===== config.mk =====
export PLATFORM = sky130hd
export DESIGN_NAME = spi_master_byte
export DESIGN_NICKNAME = d
export VERILOG_FILES = /design/src/rtl/spi_pkg.sv /design/src/rtl/spi_clk_div.sv /design/src/rtl/spi_master_byte.sv
export SDC_FILE = /design/constraint.sdc
export NUM_CORES = 1
export LEC_CHECK = 0
export CAP_MARGIN = 5
export CORE_UTILIZATION = 58
export DETAILED_ROUTE_END_ITERATION = 16
export HOLD_SLACK_MARGIN = 0.06
export PLACE_DENSITY = 0.94
export SYNTH_ARGS = -nofsm -noshare
export SYNTH_HDL_FRONTEND = slang
export SYNTH_SLANG_ARGS = --single-unit

===== constraint.sdc =====
create_clock -name clk -period 3.3 [get_ports clk]
set_clock_uncertainty 0.15 [all_clocks]
set_input_delay 0.66 -clock clk [delete_from_list [all_inputs] [get_ports clk]]
set_output_delay 0.66 -clock clk [all_outputs]
set_load 0.005 [all_outputs]

===== src/rtl/spi_pkg.sv =====
// spi_pkg: shared types and constants for the SPI initiator.
// Mode 0 only: sclk idles low, data sampled on the rising edge.
package spi_pkg;

  typedef enum logic [1:0] {
    IDLE,
    SETUP,
    XFER,
    HOLD
  } spi_state_e;

  localparam logic CPOL = 1'b0;
  localparam logic CPHA = 1'b0;

  localparam int DEF_CLK_DIV = 4;
  localparam int DEF_DATA_W  = 8;

endpackage


===== src/rtl/spi_clk_div.sv =====
// spi_clk_div: free-running modulo-CLK_DIV counter.
// tick is high for one cycle on the terminal count while enabled.
module spi_clk_div
  import spi_pkg::*;
#(
  parameter int CLK_DIV = DEF_CLK_DIV
) (
  input  logic clk,
  input  logic rst,
  input  logic en,
  input  logic clr,
  output logic tick
);

  localparam int CW = (CLK_DIV > 1) ? $clog2(CLK_DIV) : 1;
  localparam logic [CW-1:0] LAST = CW'(CLK_DIV - 1);

  logic [CW-1:0] cnt;

  always_ff @(posedge clk) begin
    if (rst || clr) begin
      cnt <= '0;
    end else if (en) begin
      cnt <= (cnt == LAST) ? '0 : cnt + 1'b1;
    end
  end

  assign tick = en && (cnt == LAST);

endmodule


===== src/rtl/spi_master_byte.sv =====
// spi_master_byte: mode-0 SPI initiator, one DATA_W-bit word per start.
// cs_n low spans SETUP, 2*DATA_W sclk half-periods and HOLD.
module spi_master_byte
  import spi_pkg::*;
#(
  parameter int CLK_DIV   = DEF_CLK_DIV,
  parameter int DATA_W    = DEF_DATA_W,
  parameter int LSB_FIRST = 0
) (
  input  logic              clk,
  input  logic              rst,
  input  logic              start,
  input  logic [DATA_W-1:0] tx_data,
  output logic [DATA_W-1:0] rx_data,
  output logic              busy,
  output logic              done,
  output logic              sclk,
  output logic              cs_n,
  output logic              mosi,
  input  logic              miso
);

  localparam int BW = $clog2(DATA_W + 1);
  localparam logic [BW-1:0] LAST_BIT = BW'(DATA_W - 1);
  localparam bit LSBF = (LSB_FIRST != 0);

  spi_state_e state, state_d;

  logic [DATA_W-1:0] tx_sr, tx_sr_d;
  logic [DATA_W-1:0] rx_sr, rx_sr_d;
  logic [DATA_W-1:0] rx_data_d;
  logic [DATA_W-1:0] rx_shift;
  logic [BW-1:0]     bit_cnt, bit_cnt_d;
  logic              sclk_d, cs_n_d, mosi_d;
  logic              busy_d, done_d;
  logic              div_en, accept, tick;

  function automatic logic head(input logic [DATA_W-1:0] w);
    return LSBF ? w[0] : w[DATA_W-1];
  endfunction

  function automatic logic [DATA_W-1:0] adv(input logic [DATA_W-1:0] w);
    return LSBF ? (w >> 1) : (w << 1);
  endfunction

  assign accept   = (state == IDLE) && start;
  assign div_en   = (state != IDLE);
  assign rx_shift = LSBF ? {miso, rx_sr[DATA_W-1:1]}
                         : {rx_sr[DATA_W-2:0], miso};

  spi_clk_div #(
    .CLK_DIV(CLK_DIV)
  ) u_div (
    .clk (clk),
    .rst (rst),
    .en  (div_en),
    .clr (accept),
    .tick(tick)
  );

  always_comb begin
    state_d   = state;
    tx_sr_d   = tx_sr;
    rx_sr_d   = rx_sr;
    rx_data_d = rx_data;
    bit_cnt_d = bit_cnt;
    sclk_d    = sclk;
    cs_n_d    = cs_n;
    mosi_d    = mosi;
    busy_d    = busy;
    done_d    = 1'b0;
    unique case (state)
      IDLE: begin
        if (start) begin
          state_d   = SETUP;
          cs_n_d    = 1'b0;
          busy_d    = 1'b1;
          sclk_d    = CPOL;
          mosi_d    = head(tx_data);
          tx_sr_d   = adv(tx_data);
          rx_sr_d   = '0;
          bit_cnt_d = '0;
        end
      end
      SETUP: begin
        if (tick) state_d = XFER;
      end
      XFER: begin
        if (tick) begin
          if (!sclk) begin
            sclk_d  = 1'b1;
            rx_sr_d = rx_shift;
          end else begin
            sclk_d    = 1'b0;
            bit_cnt_d = bit_cnt + 1'b1;
            // last falling edge: mosi keeps the final bit through HOLD
            if (bit_cnt == LAST_BIT) begin
              state_d = HOLD;
            end else begin
              mosi_d  = head(tx_sr);
              tx_sr_d = adv(tx_sr);
            end
          end
        end
      end
      HOLD: begin
        if (tick) begin
          state_d   = IDLE;
          cs_n_d    = 1'b1;
          busy_d    = 1'b0;
          done_d    = 1'b1;
          mosi_d    = 1'b0;
          rx_data_d = rx_sr;
        end
      end
      default: state_d = IDLE;
    endcase
  end

  always_ff @(posedge clk) begin
    if (rst) begin
      state   <= IDLE;
      tx_sr   <= '0;
      rx_sr   <= '0;
      rx_data <= '0;
      bit_cnt <= '0;
      sclk    <= CPOL;
      cs_n    <= 1'b1;
      mosi    <= 1'b0;
      busy    <= 1'b0;
      done    <= 1'b0;
    end else begin
      state   <= state_d;
      tx_sr   <= tx_sr_d;
      rx_sr   <= rx_sr_d;
      rx_data <= rx_data_d;
      bit_cnt <= bit_cnt_d;
      sclk    <= sclk_d;
      cs_n    <= cs_n_d;
      mosi    <= mosi_d;
      busy    <= busy_d;
      done    <= done_d;
    end
  end

endmodule


* Word level (Yosys, flattened, before mapping)
Cells that the tools add are included.
** Word-level totals
- Bits in registers :: 37
- Logic and storage cells :: 80
- Output and inout port bits :: 13
** Operators by class
- Eq/ne operators :: 13
- Bitwise operators :: 1
- Reductions and logical operators :: 17
- Mux-type cells :: 36
- $add $sub $neg :: 2
** Operators by type and width (count)
- $mux W8 :: 7
- $pmux W8 S2 :: 2
- $ne A2 B2 Y1 const B :: 8
- $mux W2 :: 7
- $mux W4 :: 3
- $reduce_and A6 Y1 :: 2
- $mux W1 :: 11
- $pmux W2 S4 :: 1
- $pmux W4 S2 :: 1
- $reduce_and A4 Y1 :: 2
- $eq A2 B2 Y1 const B :: 3
- $pmux W1 S2 :: 3
- $reduce_and A3 Y1 :: 2
- $reduce_bool A2 Y1 :: 3
- $reduce_and A5 Y1 :: 1
- $add A4 B1 Y4 const B :: 1
- $eq A4 B3 Y1 const B :: 1
- $pmux W1 S3 :: 1
- $reduce_bool A3 Y1 :: 1
- $add A2 B1 Y2 const B :: 1
- $eq A2 B1 Y1 const B :: 1
- $logic_and A1 B1 Y1 :: 2
- $logic_not A2 Y1 :: 1
- $reduce_and A2 Y1 :: 1
- 3 further kinds :: 3

* Depth between registers and ports, before layout
Gate-level depths: netlist of run 1.
- Depth in word-level cells :: 5
- Mapped depth :: 8
- Gate-level depth less buffers :: 6

* Hierarchy
Synthesis of run 1 repeated with hierarchy kept, for this count alone.
** Second synthesis, totals
- Cells, all modules :: 189
- Area, all modules :: 1669.1 um2
** By module, submodules not included
- spi_master_byte :: area each 1567.8 um2, instances 1, cells an instance 180
- spi_clk_div :: area each 101.3 um2, instances 1, cells an instance 9

* Least setup slack after synthesis of run 1
Ideal clock, no wire load.
- Kind :: reg2reg
- Start point :: register state[0]
- End point :: register tx_sr[5]
- Period minus slack after synthesis :: 1847 ps
- Library setup time :: 88 ps
- Path buffers :: 1
- Cell stages (with the launch flop) :: 8
- Arrival time :: 1608 ps
- Setup slack :: 1453 ps
- Data required time :: 3062 ps
- Path through :: dfxtp_1 inv_1 ha_1 and2b_4 o32ai_4 buf_6 a21oi_1 a311oi_2
** Between the ends
- Longest elaborated chain between the ends :: 4
- Elaborated cells between the ends (all ways) :: 11
** Ends and longest elaborated chain
- start: declaration :: RTL line spi_master_byte.sv:27 : spi_state_e state, state_d;
- start signal: assignment :: RTL line spi_master_byte.sv:133 : state <= state_d;
- $reduce_bool A2 Y1 :: RTL line spi_master_byte.sv:47 : assign div_en = (state != IDLE);
- $logic_and A1 B1 Y1 :: RTL line spi_clk_div.sv:28 : assign tick = en && (cnt == LAST);
- $ne A2 B2 Y1 (no line)
- $reduce_and A5 Y1 (no line)
- end signal: assignment :: RTL line spi_master_byte.sv:134 : tx_sr <= tx_sr_d;
- end: declaration :: RTL line spi_master_byte.sv:29 : logic [DATA_W-1:0] tx_sr, tx_sr_d;
Parallel ways exist; a longest one is shown, timed or not.
A chain may end at the register's enable or synchronous reset.

* Worst setup path in the final report of run 1
- Start point :: register state[0]
- End point :: register bit_cnt[3]
** Between the ends
- Longest elaborated chain between the ends :: 4
- Elaborated cells between the ends (all ways) :: 10
** Ends and longest elaborated chain
- $reduce_bool A2 Y1 :: RTL line spi_master_byte.sv:47
- $logic_and A1 B1 Y1 :: RTL line spi_clk_div.sv:28
- $ne A2 B2 Y1 (no line)
- $reduce_and A4 Y1 (no line)
- end signal: assignment :: RTL line spi_master_byte.sv:137 : bit_cnt <= bit_cnt_d;
- end: declaration :: RTL line spi_master_byte.sv:33 : logic [BW-1:0] bit_cnt, bit_cnt_d;
Parallel ways exist; a longest one is shown, timed or not.

==> reports/results.txt, run 1 <==
Detail Placement HPWL: 2.37 mm
Starting Density: 62.6%
Worst Setup Start Kind: register
FF+latch count, synth: 36
Final Hold Fails: 0
GRT Overall Usage: 23.9%
RSZ-0062 raised after global routing: false
Peak Freq: 415 MHz
TritonRoute pass-1 iters: 10
Synth cell types: 39
Core Rows: 19
ordered cell list for the critical path: inv_1 -> ha_1 -> nand4b_1 -> a21oi_1 -> nand2_1 -> a31o_1
Final Max Tran Viols: 0
final core occ: 73.0%
Worst Reg2Reg Path Length in Cells: 6
Clock transition at path regs: 110 ps
Die Y: 57.3 µm
cts repair resizes: 0
largest family of logic cells by synthesized area: compound AO/OA/AOI/OAI gates
VDD IR-drop max: 0.525 mV
IO Port Bufs: 24
clock root cell: clkbuf_4
WL per Instance: 13.9 µm
Ys Warns: 0
hold path depth: 2
Synth top area share: 40.7%
largest net degree at the start of global routing: 38
area of the mapped netlist: 1770 µm²
fin crit period: 2410 ps
total CTS buffers: 5
Ports: 25
compound-cell area share of the yosys netlist: 21.5%
FF-to-FF setup slack: 890 ps
Hold Path Class: register to register
Final setup viols: 0
Slew @ Worst Pin: 782 ps
crit-path max FO: 19
dpl cell area: 1990 µm²
hold path endpoint: rx_data[2]
Max Cap Viol: 0
Iter 0 DRT Violations: 63
Nets: 239
P_leak: 0.728 nW
Met2 Wirelength: 1.68 mm
GPL Wtd Cong: 0.790
cts hold-fix bufs: 0
first-pass GRT wire length: 6.07 mm
Pwr Density: 761 nW/µm²
most frequent cells in the layout: 36 x dfxtp_1, 30 x a21oi_1, 25 x nand2_1, 24 x clkdlybuf4s50_1, 18 x nand3_1
r2r endpoint: bit_cnt[3]
final worst slack: 893 ps
WP data required: 3400 ps
Worst Hold Launch: rx_data[2]
status: finished, violations left
Overall Power: 1.57 mW
DP Worst Slack: 750 ps
Via Count: 1497
fin area: 2070 µm²
DR WL met3: 157 µm
Worst-Skew Late Latency: 350 ps
Synth Area in Simple Gates: 21.5%
reg-to-reg startpoint: state[0]
total congestion overflow: 0
failing checks: design-rule violations
mux contribution to synthesized area: 5.65%
Area contributors post-synth: dfxtp_1 41%, a21oi_1 8.5%, ha_1 5.7%
Crit. End Element: register
most common cell after layout, fill and taps aside: dfxtp_1
vias per cell: 5.96
die extent in x: 57.3 µm
critical path class: register to register
TNS Setup: 0 ps
Mapped Cells: 199
peak per-stage delay on the critical path: 690 ps
Fillers: 225
clk sinks: 36
WL final: 3.49 mm
crit path DAT: 2510 ps
syn_area_per_cell: 8.90 µm²
vias in the first global route: 1439
Slowest cell on crit path: ha_1
register area share after synthesis: 40.7%
Core Area: 2830 µm²
Period Utilization, post-route: 73.0%
biggest area consumer among synthesized cells: dfxtp_1
max layer used: met4
Post-Synth Adder-Cell Area: 5.65%
remaining routing DRC violations: 1
clock buffer depth: 2
# diodes: 0
Die ar.: 3280 µm²
htree depth: 2
synthesis-to-finish area growth: 16.7%
Slew Limit Headroom: 47.9%
syn nets: 219
Final ANT Viol Nets: 0
CTS tree: done
initial antenna violation count: 0
Post-Synth XOR/XNOR Area: 0%
met1 wire length: 1.56 mm
Post-CTS Setup Bufs: 0
share of layout cells above drive strength 1: 8.18%
-- Yosys cell counts --
library cell and count:
and4bb_2 1, ha_1 8, nand2_2 1, o32ai_4 1, a21oi_1 30, nand2_1 25
inv_1 4, a21o_1 1, or3_1 1, nor3_1 3, nor2b_1 3, nand4b_1 1
a311oi_1 5, a211oi_2 1, a31o_1 2, o21a_1 2, o21bai_1 3, nor2_1 6
nor3b_1 2, and3b_1 1, a311oi_2 2, o22ai_1 1, nand3_1 18, inv_4 1
and2b_4 2, mux2i_1 10, nand2b_1 9, buf_4 1, buf_2 3, dfxtp_1 36
a22oi_1 1, o21ai_2 1, a2bb2oi_1 1, and2_1 1, o21ai_0 1, o2111a_1 1
buf_6 2, clkbuf_1 6, a31oi_1 1
-- area by class of cell --
class | instances | area, µm² | share of cell area, %
Clock buffer | 6 | 41.3 | 2.00
Clock inverter | 2 | 35.0 | 1.70
Inverter | 5 | 21.3 | 1.03
Multi-Input combinational cell | 146 | 961 | 46.5
Sequential cell | 36 | 721 | 34.9
Tap cell | 31 | 38.8 | 1.88
Timing Repair Buffer | 25 | 248 | 12.0
-- layer usage --
| metal | vias up | track usage [%] |
|---|---|---|
| met5 | - | 0 |
| met4 | 0 | 16.4 |
| met3 | 12 | 5.22 |
| met2 | 42 | 39.2 |
| met1 | 694 | 27.9 |
| li1 | 749 | - |
-- worst max-delay path by stage --
stage              from    endpoint  slack (ps)  cells after the start
6_report       state[0]  bit_cnt[3]         890                      6
5_1_grt        state[0]  bit_cnt[1]         720                      6
4_1_cts        state[0]  bit_cnt[3]         900                      6
3_5_place_dp      start    tx_sr[7]         750                      5
3_3_place_gp      start    tx_sr[5]         820                      5
2_1_floorplan  state[0]    tx_sr[5]        1450                      7
-- sequential cells by signal (all words and copies together), names as in the netlist --
signal,cells
cs_n,1
rx_sr,8
tx_sr,7
rx_data,8
bit_cnt,4
busy,1
u_div.cnt,2
done,1
sclk,1
state,2
mosi,1
-- worst max-delay path: cells and delay by family, from the launching register on --
family                   cells  cell delay, ps
flip-flops                   1             360
AO/OA/AOI/OAI                2             630
AND/OR/NAND/NOR              2             320
adder cells (fa/ha/maj)      1             690
buffers and inverters        1             150
-- kinds of logic after synthesis --
family	Yosys count
AO/OA/AOI/OAI	54
adder cells (fa/ha/maj)	8
buffers and inverters	17
flip-flops	36
multiplexers	10
AND/OR/NAND/NOR	74
-- per-stage QoR --
stage                     hold WS, ps  instances
after global routing              332        251
after CTS                         311        251
final                             309        251
after detailed placement          295        243
after global placement            288        243
after floorplan                   282        199
-- power by group --
part / switching [mW] / leakage [nW] / internal (mW)
combinational: 0.392 / 0.392 / 0.305
sequential: 0.0554 / 0.293 / 0.513
clock: 0.149 / 0.0422 / 0.159
No activity file was read; power rests on OpenSTA's default activity.
==> run 2, diff against run 1 <==
Settings changed: CORE_UTILIZATION 58 to 48, PLACE_DENSITY 0.94 to 0.84.
Clock period 3.3 ns to 2.1 ns, I/O delays scaled along.
==> reports/results.txt, run 2 (synthesis results as in run 1) <==
Pwr Density: 1220 nW/µm²
Final Max Tran Viols: 0
Final Hold Fails: 0
die extent in x: 62.7 µm
final worst slack: 83.3 ps
clock root cell: clkbuf_8
Clock transition at path regs: 80 ps
largest net degree at the start of global routing: 38
share of layout cells above drive strength 1: 14.4%
Die ar.: 3940 µm²
P_leak: 0.785 nW
Starting Density: 51.4%
Post-CTS Setup Bufs: 0
ordered cell list for the critical path: inv_1 -> ha_2 -> and2b_4 -> nand2_1 -> a211oi_2 -> mux2i_1
Via Count: 1506
Met2 Wirelength: 1.70 mm
crit-path max FO: 8
critical path class: register to register
CP delay by family, top: flip-flops
TNS Setup: 0 ps
clk sinks: 36
Ports: 25
Die Y: 62.7 µm
Core Area: 3440 µm²
initial antenna violation count: 0
GPL Wtd Cong: 0.871
clock buffer depth: 2
remaining routing DRC violations: 0
Max Cap Viol: 0
peak per-stage delay on the critical path: 390 ps
Detail Placement HPWL: 2.42 mm
Post-Layout Cell Count: 275
total congestion overflow: 0
DR WL met3: 133 µm
Crit. End Element: register
met1 wire length: 1.63 mm
GRT Overall Usage: 20.2%
Slew @ Worst Pin: 491 ps
Nets: 248
WP buf/inv: 1
most common cell after layout, fill and taps aside: dfxtp_1
Slew Limit Headroom: 67.2%
most frequent cells in the layout: 35 x dfxtp_1, 30 x a21oi_1, 25 x nand2_1, 24 x clkdlybuf4s50_1, 18 x nand3_1
TritonRoute pass-1 iters: 4
fin area: 2210 µm²
hold_ws: 304 ps
WL per Instance: 12.8 µm
CTS tree: done
vias in the first global route: 1407
Hold Path Class: register to register
htree depth: 2
Worst-Skew Late Latency: 290 ps
Worst Setup Start Kind: register
dpl cell area: 2100 µm²
Core Rows: 21
final core occ: 64.2%
Final setup viols: 0
crit path DAT: 2080 ps
# diodes: 0
first-pass GRT wire length: 6.34 mm
status: complete, no violations
IO Port Bufs: 24
synthesis-to-finish area growth: 24.8%
Overall Power: 2.70 mW
vias per cell: 5.48
Period Utilization, post-route: 96.0%
WP data required: 2160 ps
max layer used: met4
Peak Freq: 496 MHz
Fillers: 286
Slowest cell on crit path: dfxtp_1
total CTS buffers: 5
fin crit period: 2020 ps
Largest regs: rx_data x8, rx_sr x8, tx_sr x7
Iter 0 DRT Violations: 102
WL final: 3.53 mm
VDD IR-drop max: 0.756 mV
Final ANT Viol Nets: 0
DP Worst Slack: -33.8 ps
Placed Cells: 267
==> run 2: worst reg2reg max path, delay by kind of cell (launching register included) <==
kind	cells	cell delay [ps]
buffers and inverters	1	140
and+or+nand+nor	2	370
DFF	1	390
muxes	1	250
adders and majority gates	1	270
AOI/OAI and AO/OA	1	380
==> run 2: path summary, 6_finish.rpt <==
kind	start	end	slack, ps	cells past startpoint
min reg2reg	rx_data[7]	rx_data[7]	300	2
max reg2reg	state[0]	state[1]	80	6
min	rx_data[7]	rx_data[7]	300	2
max	state[0]	state[1]	80	6
==> run 2: repair_timing <==
| action | CTS | global route |
|---|---|---|
| hold buffers | 0 | 0 |
| endpoints found under the setup margin | 0 | 10 |
| gates resized for setup | 0 | 6 |
==> run 2: power breakdown <==
part	total, mW	switching [mW]	internal, mW
Combinational	1.32	0.672	0.648
Sequential	0.893	0.0843	0.809
Clock	0.487	0.256	0.231
==> run 2: cell type report <==
cell class / count / area (µm²) / area share (%)
clock buffer: 5 / 68.8 / 3.11
clock inverter: 3 / 18.8 / 0.849
inverter: 5 / 21.3 / 0.963
multi-input combinational: 146 / 981 / 44.4
sequential: 36 / 722 / 32.7
tap: 46 / 57.6 / 2.60
timing repair buffer: 34 / 340 / 15.4
==> run 2: routing by layer <==
metal  track usage (%)  vias to the layer above
met5                 0                        -
met4              9.01                        0
met3              4.56                       10
met2              32.2                       38
met1              25.8                      691
li1                  -                      767
==> run 3, diff against run 2 <==
Settings changed: CORE_UTILIZATION 48 to 53, PLACE_DENSITY 0.84 to 0.88.
Clock period 2.1 ns to 1.9 ns, I/O delays scaled along.
==> reports/results.txt, run 3 (synthesis results as in run 1) <==
Die ar.: 3580 µm²
Post-Layout Cell Count: 282
RSZ-0062 raised after global routing: false
Detail Placement HPWL: 2.64 mm
clock root cell: clkbuf_4
first-pass GRT wire length: 6.35 mm
most common cell after layout, fill and taps aside: dfxtp_1
Pwr Density: 1400 nW/µm²
CTS tree: done
largest net degree at the start of global routing: 38
initial antenna violation count: 0
P_int: 2.06 mW
# diodes: 0
Slew @ Worst Pin: 367 ps
Peak Freq: 545 MHz
Nets: 257
TritonRoute pass-1 iters: 4
crit path DAT: 1950 ps
Iter 0 DRT Violations: 45
WL per Instance: 13.8 µm
remaining routing DRC violations: 0
WP data required: 2010 ps
Worst Reg2Reg Path Length in Cells: 7
vias in the first global route: 1469
Comb pwr share: 53.0%
Final Max Tran Viols: 0
hold path depth: 2
Hold Path Class: register to register
status: complete, no violations
Overall Power: 3.22 mW
Via Count: 1565
Largest regs: rx_data x8, rx_sr x8, tx_sr x7
VDD IR-drop max: 0.857 mV
hold_ws: 312 ps
dpl cell area: 2160 µm²
cts hold-fix bufs: 0
Slew Limit Headroom: 75.5%
clock buffer depth: 2
vias per cell: 5.55
P_leak: 0.832 nW
Final setup viols: 0
Clock transition at path regs: 120 ps
DP Worst Slack: -183 ps
Slowest cell on crit path: dfxtp_2
fin crit period: 1830 ps
peak per-stage delay on the critical path: 340 ps
Max Cap Viol: 0
Worst-Skew Late Latency: 350 ps
Placed Cells: 273
synthesis-to-finish area growth: 29.9%
Core Area: 3100 µm²
WP buf/inv: 2
Crit. End Element: register
critical path class: register to register
crit-path max FO: 12
Final ANT Viol Nets: 0
die extent in x: 59.8 µm
Final Hold Fails: 0
fin area: 2300 µm²
final worst slack: 66.8 ps
clk sinks: 36
Crit path depth: 7
ordered cell list for the critical path: inv_2 -> ha_2 -> nand2_1 -> o32ai_4 -> buf_12 -> a21oi_1 -> a311oi_2
IO Port Bufs: 24
CP delay by family, top: compound AO/OA/AOI/OAI gates
switching power: 1.16 mW
GPL Wtd Cong: 0.807
switching part of the total power: 36.1%
GRT Overall Usage: 23.8%
most frequent cells in the layout: 34 x dfxtp_1, 30 x a21oi_1, 25 x nand2_1, 24 x clkdlybuf4s50_1, 18 x nand3_1
Worst Setup Start Kind: register
Seq pwr share: 30.2%
Starting Density: 57.1%
Core Rows: 20
clock share of power: 16.8%
WL final: 3.89 mm
share of layout cells above drive strength 1: 20.2%
Ports: 25
total CTS buffers: 5
Period Utilization, post-route: 96.5%
total congestion overflow: 0
Die Y: 59.8 µm
htree depth: 2
==> run 3: worst paths after layout <==
check | startpoint | end | slack [ps]
worst max register to register | state[0] | tx_sr[6] | 70
worst max-delay path | state[0] | tx_sr[6] | 70
worst min register to register | rx_data[3] | rx_data[3] | 310
worst min-delay path | rx_data[3] | rx_data[3] | 310
==> run 3: metrics by stage <==
| step | setup TNS (ps) | utilization, % |
|---|---|---|
| floorplan | 0 | - |
| detailed placement | -1260 | 69.6 |
| global route | 0 | 74.1 |
| CTS | -7.42 | 72.4 |
| finish | 0 | 74.1 |
| global placement | -1030 | 69.6 |
==> run 3: per-layer routing <==
metal	track usage, %	wire [µm]	vias to the layer above
met4	9.30	97	0
met1	29.1	1730	723
li1	-	-	792
met3	6.06	158	9
met5	0	0	-
met2	40.0	1900	41
==> run 3: tightest hold or removal path, cell delays in order, from the launching register on <==
cell and delay (ps):
dfxtp_1 320, nand2_1 50, a21oi_1 50
==> run 3: final cells by class <==
type                    instances  area, µm²
repair buffers                 43        408
fillers                       246        803
multi-input cells             146       1010
clock buffers                   5       37.5
flip-flops and latches         36        723
well taps                      44       55.1
inverters                       5       21.3
clock inverters                 3       42.5
==> run 3: repair_timing <==
action                     4_1_cts  5_1_grt
gates resized for setup          3       11
setup endpoints to repair       18       20
pin swaps                        0        2
buffers inserted                 0        1
==> run 3: power groups by stage <==
stage	clock [mW]	sequential (mW)	combinational, mW
floorplan	0	0.975	1.03
global placement	0	0.978	1.51
detailed placement	0	0.983	1.57
CTS	0.551	0.966	1.59
global route	0.585	0.987	1.85
finish	0.541	0.972	1.71
